$ cat config.mk
export PLATFORM = sky130hd
export DESIGN_NAME = wiegand_rfid_receiver_flat
export DESIGN_NICKNAME = d
export VERILOG_FILES = /design/src/rtl/parking_pkg.sv /design/src/rtl/wiegand_rfid_receiver_if.sv /design/src/rtl/wiegand_edge_sync.sv /design/src/rtl/wiegand_rfid_receiver.sv /design/src/flat_wrapper.sv
export SDC_FILE = /design/constraint.sdc
export NUM_CORES = 1
export LEC_CHECK = 0
export CORE_MARGIN = 2
export CORE_UTILIZATION = 40
export CTS_BUF_LIST = sky130_fd_sc_hd__clkbuf_8 sky130_fd_sc_hd__clkbuf_16
export CTS_CLUSTER_DIAMETER = 30
export DETAILED_ROUTE_END_ITERATION = 10
export SYNTH_ARGS = -nofsm -noshare
export SYNTH_HDL_FRONTEND = slang
export SYNTH_SLANG_ARGS = --single-unit
$ cat constraint.sdc
create_clock -name clk -period 8.9 [get_ports clk]
set_input_delay 0.89 -clock clk [delete_from_list [all_inputs] [get_ports clk]]
set_output_delay 0.89 -clock clk [all_outputs]
set_load 0.02 [all_outputs]
$ cat src/rtl/parking_pkg.sv
// rtl/parking_pkg.sv - shared types and constants for the parking RFID path
package parking_pkg;

  localparam int WIEGAND_FRAME_BITS = 34;

  typedef enum logic [1:0] {
    ST_IDLE  = 2'b00,
    ST_RECV  = 2'b01,
    ST_CHECK = 2'b10
  } wg_state_t;

  localparam logic [1:0] ERR_NONE   = 2'b00;
  localparam logic [1:0] ERR_LEN    = 2'b01;
  localparam logic [1:0] ERR_PARITY = 2'b10;
  localparam logic [1:0] ERR_COLL   = 2'b11;

endpackage

$ cat src/rtl/wiegand_rfid_receiver_if.sv
// rtl/wiegand_rfid_receiver_if.sv - decoded card-ID result bus
interface wiegand_rfid_receiver_if #(
  parameter int DATA_BITS = 32
);
  logic [DATA_BITS-1:0] rfid_tag;
  logic                 tag_valid;
  logic                 frame_error;
  logic [1:0]           err_code;
  logic                 busy;

  modport master (output rfid_tag, output tag_valid, output frame_error, output err_code, output busy);
  modport slave  (input  rfid_tag, input  tag_valid, input  frame_error, input  err_code, input  busy);
endinterface

$ cat src/rtl/wiegand_edge_sync.sv
// rtl/wiegand_edge_sync.sv - synchronizer and falling-edge detect for one Wiegand line
module wiegand_edge_sync #(
  parameter int SYNC_STAGES = 2
) (
  input  logic clk,
  input  logic reset,
  input  logic line,
  output logic fall,
  output logic low
);
  logic [SYNC_STAGES-1:0] sync_q;

  // Lines idle high, so the chain resets to 1 to avoid a false edge after reset.
  always_ff @(posedge clk or posedge reset) begin
    if (reset) begin
      sync_q <= '1;
      fall   <= 1'b0;
      low    <= 1'b0;
    end else begin
      sync_q <= {sync_q[SYNC_STAGES-2:0], line};
      fall   <= ~sync_q[SYNC_STAGES-1] & ~low;
      low    <= ~sync_q[SYNC_STAGES-1];
    end
  end
endmodule

$ cat src/rtl/wiegand_rfid_receiver.sv
// rtl/wiegand_rfid_receiver.sv - Wiegand frame decoder with length, parity and collision checks
module wiegand_rfid_receiver
  import parking_pkg::*;
#(
  parameter int DATA_BITS   = WIEGAND_FRAME_BITS - 2,
  parameter int GAP_CYCLES  = 1000,
  parameter int SYNC_STAGES = 2
) (
  input  logic clk,
  input  logic reset,
  input  logic wg_d0,
  input  logic wg_d1,
  wiegand_rfid_receiver_if.master rx
);
  localparam int FRAME_BITS = DATA_BITS + 2;
  localparam int CNT_W      = $clog2(DATA_BITS + 4);
  localparam int GAP_W      = $clog2(GAP_CYCLES + 1);

  logic fall0, fall1, low0, low1;
  logic both_low, bit_event;
  wg_state_t state_q, state_d;

  logic [FRAME_BITS-1:0] sr_q;
  logic [CNT_W-1:0]      bit_cnt_q;
  logic [GAP_W-1:0]      gap_q;
  logic                  coll_q;

  logic [DATA_BITS-1:0]  tag_q;
  logic                  tag_valid_q, frame_error_q;
  logic [1:0]            err_code_q;

  logic [DATA_BITS-1:0]  data_field;
  logic                  even_ok, odd_ok;
  logic [1:0]            chk_code;
  logic                  busy;

  wiegand_edge_sync #(.SYNC_STAGES(SYNC_STAGES)) u_sync_d0 (
    .clk(clk), .reset(reset), .line(wg_d0), .fall(fall0), .low(low0));
  wiegand_edge_sync #(.SYNC_STAGES(SYNC_STAGES)) u_sync_d1 (
    .clk(clk), .reset(reset), .line(wg_d1), .fall(fall1), .low(low1));

  assign both_low  = low0 & low1;
  assign bit_event = (fall0 ^ fall1) & ~both_low;

  always_ff @(posedge clk or posedge reset) begin
    if (reset) state_q <= ST_IDLE;
    else       state_q <= state_d;
  end

  always_comb begin
    state_d = state_q;
    case (state_q)
      ST_IDLE:  if (bit_event) state_d = ST_RECV;
      ST_RECV:  if (!bit_event && gap_q == GAP_W'(GAP_CYCLES - 1)) state_d = ST_CHECK;
      ST_CHECK: state_d = bit_event ? ST_RECV : ST_IDLE;
      default:  state_d = ST_IDLE;
    endcase
  end

  always_comb begin
    data_field = sr_q[FRAME_BITS-2:1];
    even_ok    = ~(sr_q[FRAME_BITS-1] ^ (^data_field[DATA_BITS-1:DATA_BITS/2]));
    odd_ok     = sr_q[0] ^ (^data_field[DATA_BITS/2-1:0]);
    busy       = (state_q != ST_IDLE);
    chk_code   = ERR_NONE;
    if (coll_q)                                  chk_code = ERR_COLL;
    else if (bit_cnt_q != CNT_W'(FRAME_BITS))    chk_code = ERR_LEN;
    else if (!even_ok || !odd_ok)                chk_code = ERR_PARITY;
  end

  // The frame under check is judged from current state, so a new frame may start in CHECK.
  always_ff @(posedge clk or posedge reset) begin
    if (reset) begin
      sr_q      <= '0;
      bit_cnt_q <= '0;
      gap_q     <= '0;
      coll_q    <= 1'b0;
    end else begin
      if (bit_event && state_q != ST_RECV) begin
        sr_q      <= {{(FRAME_BITS-1){1'b0}}, fall1};
        bit_cnt_q <= CNT_W'(1);
        gap_q     <= '0;
      end else if (bit_event) begin
        sr_q      <= {sr_q[FRAME_BITS-2:0], fall1};
        bit_cnt_q <= (bit_cnt_q == CNT_W'(DATA_BITS + 3)) ? bit_cnt_q : bit_cnt_q + 1'b1;
        gap_q     <= '0;
      end else if (state_q == ST_RECV) begin
        gap_q <= gap_q + 1'b1;
      end
      if (state_q == ST_CHECK) coll_q <= both_low;
      else if (both_low)       coll_q <= 1'b1;
    end
  end

  always_ff @(posedge clk or posedge reset) begin
    if (reset) begin
      tag_q         <= '0;
      tag_valid_q   <= 1'b0;
      frame_error_q <= 1'b0;
      err_code_q    <= ERR_NONE;
    end else begin
      tag_valid_q   <= (state_q == ST_CHECK) && (chk_code == ERR_NONE);
      frame_error_q <= (state_q == ST_CHECK) && (chk_code != ERR_NONE);
      if (state_q == ST_CHECK) begin
        err_code_q <= chk_code;
        if (chk_code == ERR_NONE) tag_q <= data_field;
      end
    end
  end

  assign rx.rfid_tag    = tag_q;
  assign rx.tag_valid   = tag_valid_q;
  assign rx.frame_error = frame_error_q;
  assign rx.err_code    = err_code_q;
  assign rx.busy        = busy;
endmodule
$ cat src/flat_wrapper.sv
// flat-port wrapper written by rule: the top's interface ports become plain ports
module wiegand_rfid_receiver_flat import parking_pkg::*;
#(
  parameter int DATA_BITS   = WIEGAND_FRAME_BITS - 2,
  parameter int GAP_CYCLES  = 1000,
  parameter int SYNC_STAGES = 2
)
  (clk, reset, wg_d0, wg_d1, rx_rfid_tag, rx_tag_valid, rx_frame_error, rx_err_code, rx_busy);
  wiegand_rfid_receiver_if #(.DATA_BITS(DATA_BITS)) rx_i ();
  input  logic clk;
  input  logic reset;
  input  logic wg_d0;
  input  logic wg_d1;
  output wire logic [$bits(rx_i.rfid_tag)-1:0] rx_rfid_tag;
  output wire logic [$bits(rx_i.tag_valid)-1:0] rx_tag_valid;
  output wire logic [$bits(rx_i.frame_error)-1:0] rx_frame_error;
  output wire logic [$bits(rx_i.err_code)-1:0] rx_err_code;
  output wire logic [$bits(rx_i.busy)-1:0] rx_busy;
  assign rx_rfid_tag = rx_i.rfid_tag;
  assign rx_tag_valid = rx_i.tag_valid;
  assign rx_frame_error = rx_i.frame_error;
  assign rx_err_code = rx_i.err_code;
  assign rx_busy = rx_i.busy;
  wiegand_rfid_receiver #(.DATA_BITS(DATA_BITS), .GAP_CYCLES(GAP_CYCLES), .SYNC_STAGES(SYNC_STAGES)) u_core (.clk(clk), .reset(reset), .wg_d0(wg_d0), .wg_d1(wg_d1), .rx(rx_i));
endmodule
# --- Yosys cells after proc, flatten, opt, wreduce, memory -nomap -nowiden ---
# Index checks and enable logic that the tools add are counted.
totals:
  reg_bits: 97
  latchBits: 0
  ramBits: 0
  rom_bits: 0
  inputBits: 4
  word_cells: 74
  mem_count: 0
classes:
  addsub: 2
  multipliers: 0
  n_div: 0
  order_cmp: 0
  eq_ne: 9
  n_shift: 0
  muxes: 17
  bitwise: 12
  reduce_logical: 19
op_table:
  columns: ["op", "count"]
  rows:
  - ["two-way mux 34 bit", 2]
  - ["parity 16 bit", 2]
  - ["two-way mux 10 bit", 3]
  - ["two-way mux 6 bit", 3]
  - ["adder 10 x 1 -> 10 bit, second input constant", 1]
  - ["== test 10 bit, second input constant", 1]
  - ["two-way mux 2 bit", 5]
  - ["!= test 2 x 1 -> 1 bit, second input constant", 4]
  - ["nonzero test 2 bit", 4]
  - ["adder 6 x 1 -> 6 bit, second input constant", 1]
  - ["== test 6 bit, second input constant", 1]
  - ["!= test 6 bit, second input constant", 1]
  - ["case mux 2 bit (3 select lines)", 1]
  - ["AND reduction 2 bit", 3]
  - ["NOT 1 bit", 5]
  - ["bitwise AND 1 bit", 4]
  - ["logical AND 1 bit", 4]
  - ["zero test 2 bit", 2]
  - ["two-way mux 1 bit", 3]
  - ["nonzero test 3 bit", 1]
  - ["bitwise XOR 1 bit", 3]
  - ["== test 2 x 1 -> 1 bit, second input constant", 1]
  - ["== test 2 bit, second input constant", 1]
  - ["zero test 1 bit", 2]
  - ["logical OR 1 bit", 1]

# --- Longest topological paths before layout ---
# Gate-level depths: netlist (run 1).
depth:
  word_depth: 9
  mapped_depth: 8
  mapped_depth_nobuf: 7

# --- Cells and area by module ---
# A second synthesis (run 1) with hierarchy kept.
unflattened:
  hier_cells: 370
  hier_area_um2: 4261.6
modules_own_cells:
  columns: ["mod", "instances", "cells_each", "area_each_um2", "seq_area_each_um2"]
  rows:
  - ["wiegand_rfid_receiver", 1, 356, 4033.9, 2227.1]
  - ["wiegand_edge_sync", 2, 7, 113.9, 102.6]

# --- Worst setup path before layout (run 1) ---
# Ideal clock, no wire load.
synth_path:
  path_type: "flip-flop to flip-flop"
  from: "register u_core.sr_q[5]"
  to: "register u_core.tag_q[0], in the netlist u_core.rx.rfid_tag[0]"
  t_arrival_ns: 2.125
  required_time_ns: 8.775
  path_slack_ns: 6.650
  path_stages_with_launch: 8
  period_less_slack_ns: 2.250
  cell_sequence: "dfrtp_1 xor2_1 xnor2_1 xnor3_2 xnor2_2 nor3_4 buf_6 mux2_4"
synth_via:
  elab_chain_cells: 9
synth_rtl:
  columns: ["element", "line_no", "rtl"]
  rows:
  - ["start, declared", "wiegand_rfid_receiver.sv:23", "logic [FRAME_BITS-1:0] sr_q;"]
  - ["start signal, assigned", "wiegand_rfid_receiver.sv:80", "sr_q <= {{(FRAME_BITS-1){1'b0}}, fall1};"]
  - ["start signal, assigned", "wiegand_rfid_receiver.sv:84", "sr_q <= {sr_q[FRAME_BITS-2:0], fall1};"]
  - ["parity 16 bit", "wiegand_rfid_receiver.sv:63", "odd_ok = sr_q[0] ^ (^data_field[DATA_BITS/2-1:0]);"]
  - ["bitwise XOR 1 bit", "wiegand_rfid_receiver.sv:63", null]
  - ["zero test 1 bit", "wiegand_rfid_receiver.sv:68", "else if (!even_ok || !odd_ok) chk_code = ERR_PARITY;"]
  - ["logical OR 1 bit", "wiegand_rfid_receiver.sv:68", null]
  - ["two-way mux 2 bit", "wiegand_rfid_receiver.sv:68", null]
  - ["two-way mux 2 bit", "wiegand_rfid_receiver.sv:67", "else if (bit_cnt_q != CNT_W'(FRAME_BITS)) chk_code = ERR_LEN;"]
  - ["two-way mux 2 bit", "wiegand_rfid_receiver.sv:66", "if (coll_q) chk_code = ERR_COLL;"]
  - ["zero test 2 bit", "wiegand_rfid_receiver.sv:106", "if (chk_code == ERR_NONE) tag_q <= data_field;"]
  - ["AND reduction 2 bit (no source line)", null, null]
  - ["end signal, assigned", "wiegand_rfid_receiver.sv:106", null]
  - ["end, declared", "wiegand_rfid_receiver.sv:28", "logic [DATA_BITS-1:0] tag_q;"]
# No other way between the ends.
# A chain may end at the register's enable or synchronous reset.

# --- Worst setup path in the final report (run 1) ---
layout_path:
  from: "register u_core.sr_q[31]"
  to: "register u_core.tag_q[4], in the netlist u_core.rx.rfid_tag[4]"
layout_via:
  elab_chain_cells: 8
layout_rtl:
  columns: ["element", "line_no", "rtl"]
  rows:
  - ["parity 16 bit", "wiegand_rfid_receiver.sv:62", "even_ok = ~(sr_q[FRAME_BITS-1] ^ (^data_field[DATA_BITS-1:DATA_BITS/2]));"]
  - ["bitwise XOR 1 bit", "wiegand_rfid_receiver.sv:62", null]
  - ["logical OR 1 bit", "wiegand_rfid_receiver.sv:68", null]
  - ["two-way mux 2 bit", "wiegand_rfid_receiver.sv:68", null]
  - ["two-way mux 2 bit", "wiegand_rfid_receiver.sv:67", null]
  - ["two-way mux 2 bit", "wiegand_rfid_receiver.sv:66", null]
  - ["zero test 2 bit", "wiegand_rfid_receiver.sv:106", null]
  - ["AND reduction 2 bit (no source line)", null, null]
# No other way between the ends.

==> impl_results.md, run 1 <==
- Top cell family by delay on the critical path: XOR/XNOR gates
- CTS tree: built
- Sink Count: 97
- Fin crit share: 0.290
- Post-cts sizing count: 0
- RSZ-0062 raised after global routing: false
- Final #Nets: 416
- Vias: 2624
- Setup-failing EPs final: 0
- Core Footprint: 10300 um2
- Comb pwr share: 0.187
- Max-Cap Viols: 0
- Flop pwr share: 0.506
- Worst-case reg-to-reg path depth: 7
- Crit path max-delay cell type: buf_4
- Sw Ratio: 0.288
- CTS clk-pin slew, worst paths: 0.09 ns
- Clock period minus worst slack: 2.58 ns
- Post-Syn Instances: 371
- Insertion delay to the later sink of the worst-skew pair: 0.36 ns
- Die width: 107 um
- GP Congestion: 0.737
- Internal reg-to-reg setup slack: 6.32 ns
- Max-slew violation count: 0
- Syn_nets: 378
- #FFs+latches synth: 97
- Root Buffer: clkbuf_8
- Main combinational cell family by area after synthesis: simple AND/OR/NAND/NOR gates
- Post-Syn Area: 4250 um2
- Startpoint Class: flop
- PwrDens: 202 nW/um2
- Cts bufs inserted: 9
- Capturing point of the worst reg2reg path: u_core.rx.rfid_tag[4]
- Most frequent CP cell: xnor2_1
- DRT antenna net count: 0
- Post-synth cell types: 37
- Row cnt: 37
- Worst Setup EP: u_core.rx.rfid_tag[4]
- Layout cells sized above 1: 0.148
- Initial antenna violation count: 0
- CP cell instances: xor2_1 -> xnor2_1 -> xnor3_2 -> xnor2_1 -> nor3_4 -> buf_4 -> mux2_2
- CP Max Fanout: 33
- CTS max path bufs: 2
- CP Depth: 7
- GRT Util Overall: 0.145
- Total power draw: 1.01 mW
- Hold slack: 0.362 ns
- Compound-Gate Fraction of Synth Area: 0.0556
- Final HPWL DP: 4.71 mm
- I/O pins: 41
- Lkg Pwr: 2.23 nW
- Die Y: 107 um
- CP Data Arrival Time: 2.83 ns
- IO Port Bufs: 40
- Bufs and invs on worst path: 1
- Synth Warn #: 0
- Clk_skew: 0.0117 ns
- Die footprint: 11500 um2
- F_max: 0.387 GHz
- Post-CTS setup buffer count: 0
- Status: complete, no violations
- Mux cell area share after synthesis: 0.110
- First-pass GRT wire length: 13.0 mm
- First-pass DRT Iterations: 4
- Critical path class: reg2reg
- Simple-Gate Fraction of Synth Area: 0.138
- Worst min-delay path class: reg2reg
- Final setup TNS: 0 ns
- Initial DRC count: 164
- Area grow syn2layout: 17.2%
- Crit end category: flop
- CTS Hold Bufs: 0
- Internal power: 0.717 mW
- Sw Pwr: 0.290 mW
- Worst-Margin Slew: 0.924 ns
- Adder-cell share of the synthesized area: 0.00883
- CP required: 9.15 ns
- Diode count: 0
- Vias in the first global route: 2583
- Routed length per placed instance: 13.6 um
- Vias per cell: 4.78
- Fraction of synthesized cell area in xor and xnor cells: 0.0913
- CP peak stage delay: 0.51 ns
- Clock power share: 0.306
- Relative slew margins: 0.384
- R2R Path Start: u_core.sr_q[31]
- Register area share after synthesis: 0.572
- Syn Area/Cell: 11.5 um2
- Starting Density: 0.412
- H-tree depth: 3
- VDD IR max: 95.3 uV
- DRC: 0
- Critical Path Start: u_core.sr_q[31]
- Total wire length: 7.45 mm
- Gr ovfl total: 0
- Largest net degree at the start of global routing: 59
- Final hold vios: 0
- Fin util: 0.482
- Fillers: 935
==> synth_stat cells <==
cell type | n | share of area
a21oi_1 | 9 | 0.011
a22oi_1 | 1 | 0.0018
and2_1 | 2 | 0.0029
and2b_2 | 1 | 0.0021
and3_1 | 1 | 0.0015
and4_1 | 1 | 0.0021
buf_1 | 1 | 0.00088
buf_6 | 3 | 0.0079
clkbuf_1 | 13 | 0.011
dfrtp_1 | 93 | 0.55
dfstp_2 | 4 | 0.025
ha_1 | 3 | 0.0088
inv_1 | 4 | 0.0035
mux2_2 | 3 | 0.0079
mux2_4 | 29 | 0.10
nand2_1 | 86 | 0.076
nand2b_1 | 2 | 0.0029
nand3_1 | 12 | 0.014
nand4_1 | 2 | 0.0029
nor2_1 | 13 | 0.011
nor2b_1 | 1 | 0.0015
nor3_1 | 4 | 0.0047
nor3_4 | 1 | 0.0038
nor4_1 | 1 | 0.0015
nor4b_1 | 1 | 0.0021
nor4bb_1 | 1 | 0.0024
o21a_1 | 1 | 0.0018
o21ai_0 | 31 | 0.037
o21bai_1 | 1 | 0.0018
o22ai_1 | 1 | 0.0015
o31ai_1 | 1 | 0.0018
or2_2 | 1 | 0.0015
or3_1 | 3 | 0.0044
xnor2_1 | 26 | 0.054
xnor2_2 | 1 | 0.0038
xnor3_2 | 2 | 0.011
xor2_1 | 11 | 0.023
==> power groups by stage <==
stage | clock network, mW | registers, mW | logic (mW)
after floorplan | 0 | 0.509 | 0.158
after global placement | 0 | 0.516 | 0.187
after detailed placement | 0 | 0.518 | 0.190
after CTS | 0.316 | 0.510 | 0.191
after global routing | 0.338 | 0.517 | 0.213
final | 0.309 | 0.510 | 0.189
==> logic make-up after synthesis <==
group,after synthesis
AO/OA/AOI/OAI,45
XOR/XNOR,40
adder cells (fa/ha/maj),3
buffers and inverters,21
flip-flops,97
multiplexers,32
AND/OR/NAND/NOR,133
==> layout make-up <==
class | count | area [um2] | area share
timing repair buffer | 44 | 430 | 0.0864
inverter | 4 | 17.5 | 0.00352
sequential | 97 | 2430 | 0.488
tap | 136 | 170 | 0.0342
clock buffer | 10 | 138 | 0.0276
clock inverter | 5 | 72.6 | 0.0146
multi-input combinational | 253 | 1720 | 0.345
==> metal layers <==
| layer | global-route usage | vias up | wire length [um] |
|---|---|---|---|
| li1 | - | 1297 | - |
| met1 | 0.218 | 1276 | 3840 |
| met2 | 0.203 | 39 | 3280 |
| met3 | 0.0219 | 12 | 167 |
| met4 | 0.0724 | 0 | 169 |
| met5 | 0 | - | 0 |
==> flip-flops by register name, summed over array words and instances (netlist names) <==
| signal | flops |
|---|---|
| u_core.rx.err_code | 2 |
| u_core.u_sync_d1.fall | 1 |
| u_core.u_sync_d1.sync_q | 2 |
| u_core.u_sync_d1.low | 1 |
| u_core.u_sync_d0.fall | 1 |
| u_core.u_sync_d0.low | 1 |
| u_core.u_sync_d0.sync_q | 2 |
| u_core.sr_q | 34 |
| u_core.rx.frame_error | 1 |
| u_core.state_q | 2 |
| u_core.coll_q | 1 |
| u_core.gap_q | 10 |
| u_core.bit_cnt_q | 6 |
| u_core.rx.rfid_tag | 32 |
| u_core.rx.tag_valid | 1 |
==> worst min path at each step <==
stage / start / to / slack, ns / cells past startpoint
global route: u_core.u_sync_d1.sync_q[0] / u_core.u_sync_d1.sync_q[1] / 0.37 / 0
CTS: u_core.u_sync_d1.sync_q[0] / u_core.u_sync_d1.sync_q[1] / 0.36 / 0
finish: u_core.u_sync_d1.sync_q[0] / u_core.u_sync_d1.sync_q[1] / 0.36 / 0
detailed placement: u_core.u_sync_d1.sync_q[0] / u_core.u_sync_d1.sync_q[1] / 0.35 / 0
floorplan: u_core.u_sync_d0.sync_q[0] / u_core.u_sync_d0.sync_q[1] / 0.35 / 0
global placement: u_core.u_sync_d1.sync_q[0] / u_core.u_sync_d1.sync_q[1] / 0.35 / 0
==> worst reg2reg max path: cells and delay by family, from the launching register on <==
kind | cells | cell delay [ns]
XOR/XNOR | 4 | 1.00
buffers and inverters | 1 | 0.51
flip-flops | 1 | 0.42
multiplexers | 1 | 0.41
AND/OR/NAND/NOR | 1 | 0.14
==> stage by stage <==
stage	instance area [um2]	setup slack, ns	std cells
after detailed placement	4770	6.30	534
final	4980	6.32	549
after CTS	4980	6.29	549
after floorplan	4250	5.48	371
after global routing	4980	6.13	549
after global placement	4770	6.33	534
==> cell usage in the layout (no fill, tap or decap) <==
cell type / n
xnor2_2: 1
buf_4: 4
clkinv_2: 1
a22oi_1: 1
nor2_1: 13
mux2_2: 3
mux2_4: 29
o31ai_1: 1
or3_1: 3
nor4_1: 1
and2b_2: 1
xnor2_1: 26
nand4_1: 2
nor2b_2: 1
o22ai_1: 1
nand3_1: 12
a21oi_1: 9
xnor3_2: 2
o21ai_0: 31
and3_1: 1
xor2_1: 11
dfstp_2: 4
clkbuf_8: 10
inv_1: 5
dfrtp_1: 93
nor4bb_1: 1
nor4b_1: 1
nor3_4: 1
o21bai_1: 1
nor3_1: 4
nand2_1: 86
bufinv_16: 2
clkdlybuf4s50_1: 40
nand2b_1: 2
ha_1: 3
and4_1: 1
or2_2: 1
o21a_1: 1
inv_4: 1
and2_1: 2
Note: power is estimated with default switching activity, not from simulation.
==> inputs of run 2 (changes only) <==
==> constraint.sdc (replaced) <==
create_clock -name clk -period 2.1 [get_ports clk]
set_input_delay 0.21 -clock clk [delete_from_list [all_inputs] [get_ports clk]]
set_output_delay 0.21 -clock clk [all_outputs]
set_load 0.02 [all_outputs]
==> impl_results.md, run 2 (synthesis gave the netlist of run 1 again) <==
- Status: finished with violations
- Failing checks: negative setup slack
- CTS tree: built
- First-pass GRT wire length: 14.0 mm
- DRT antenna net count: 0
- Hold slack: 0.216 ns
- Top reg by flops: u_core.sr_q
- Worst min-delay path class: in2async
- Startpoint Class: flop
- Sw Ratio: 0.295
- Max-Cap Viols: 0
- CTS clk-pin slew, worst paths: 0.09 ns
- PwrDens: 804 nW/um2
- Largest register FFs: 34
- Lkg Pwr: 2.48 nW
- H-tree depth: 3
- Routed length per placed instance: 13.8 um
- Core Footprint: 10300 um2
- Worst-case reg-to-reg path depth: 8
- Total wire length: 8.17 mm
- Die width: 107 um
- DRC: 0
- IO Port Bufs: 40
- Vias: 2730
- Fin util: 0.527
- GP Congestion: 0.817
- Internal reg-to-reg setup slack: -0.22 ns
- I/O pins: 41
- Flop pwr share: 0.486
- Crit end category: flop
- Fillers: 906
- Gr ovfl total: 0
- CP required: 2.35 ns
- Worst setup margin: -0.220 ns
- Comb pwr share: 0.236
- Insertion delay to the later sink of the worst-skew pair: 0.36 ns
- Final HPWL DP: 5.24 mm
- Root Buffer: clkbuf_8
- Layout cells sized above 1: 0.236
- CTS max path bufs: 2
- Post-Place Cell Area: 5110 um2
- Die footprint: 11500 um2
- Fin area: 5440 um2
- Cells after DPL: 572
- Final #Nets: 460
- Relative slew margins: 0.678
- VDD IR max: 532 uV
- Critical path class: reg2reg
- RSZ-0062 raised after global routing: true
- Starting Density: 0.412
- Sink Count: 97
- Area grow syn2layout: 28.0%
- Initial antenna violation count: 0
- CP Max Fanout: 7
- Initial DRC count: 96
- GRT Util Overall: 0.156
- Internal power: 3.09 mW
- Clock period minus worst slack: 2.32 ns
- Clk_skew: 0.00795 ns
- Total power draw: 4.38 mW
- Cts bufs inserted: 9
- Commonest non-fill, non-tap cell in the layout: dfrtp_1
- Clock power share: 0.277
- Most frequent cells in the layout: dfrtp_1 (93), nand2_1 (86), clkdlybuf4s50_1 (40)
- Dpl ws: -0.224 ns
- Row cnt: 37
- Diode count: 0
- F_max: 0.431 GHz
- Vias per cell: 4.60
- Max-slew violation count: 0
- Final setup TNS: -6.68 ns
- R2R Path Start: u_core.sr_q[3]
- Sw Pwr: 1.29 mW
- CP Data Arrival Time: 2.57 ns
- First-pass DRT Iterations: 4
- Final hold vios: 0
- Critical Path Start: u_core.sr_q[3]
- Fin crit share: 1.10
- Worst-Margin Slew: 0.481 ns
- Setup-failing EPs final: 32
- Largest net degree at the start of global routing: 56
- Vias in the first global route: 2798
- CTS Hold Bufs: 0
- Die Y: 107 um
- Capturing point of the worst reg2reg path: u_core.rx.rfid_tag[5]
- Fin cells: 594
run 2: changes by cell type in the layout (fill, tap and decap cells not counted), sizes merged:
cell	delta
buf	+44
bufinv	-1
clkinv	+1
clkinvlp	+3
inv	-2
run 2: how the worst max path moves through the flow:
stage | to | slack (ns) | depth (start not counted)
final | u_core.rx.rfid_tag[5] | -0.22 | 8
after global routing | u_core.rx.rfid_tag[5] | -0.32 | 8
after CTS | u_core.rx.rfid_tag[5] | -0.24 | 8
after detailed placement | u_core.rx.rfid_tag[5] | -0.22 | 7
after global placement | u_core.rx.rfid_tag[5] | -0.16 | 7
after floorplan | u_core.rx.rfid_tag[0] | -0.15 | 7
run 2: routing by layer:
| metal | GRT usage | part of all wire |
|---|---|---|
| met2 | 0.231 | 0.45 |
| met1 | 0.228 | 0.51 |
| met5 | 0 | 0 |
| met4 | 0.0501 | 0.013 |
| met3 | 0.0310 | 0.027 |
run 2: cell type report:
class                           count  area (um2)  share of cell area
Sequential cell                    97        2430               0.447
Multi-Input combinational cell    253        1740               0.319
Timing Repair Buffer               88         886               0.163
Tap cell                          136         170              0.0313
Clock buffer                       10         138              0.0253
Clock inverter                      6        58.8              0.0108
Inverter                            4        18.8             0.00345
run 2: repair_timing:
item                       CTS  global route
setup endpoints to repair   32            32
pin swaps                    5             1
buffers inserted             3             1
cloned                       3             0
resized for setup            9             2
run 2: power groups by stage:
stage	combinational (mW)	sequential (mW)	clock [mW]
2_1_floorplan	0.672	2.16	0
4_1_cts	1.04	2.13	1.26
5_1_grt	1.16	2.15	1.34
3_3_place_gp	1.01	2.15	0
6_report	1.03	2.13	1.21
3_5_place_dp	1.02	2.16	0
run 2: worst max-delay path: stages, from the launching register on:
cell and delay [ns]:
dfrtp_1 0.41, xnor2_2 0.18, xnor2_1 0.14, xnor3_2 0.46
xnor2_2 0.18, nor3_4 0.23, buf_6 0.16, buf_12 0.14
mux2_4 0.30
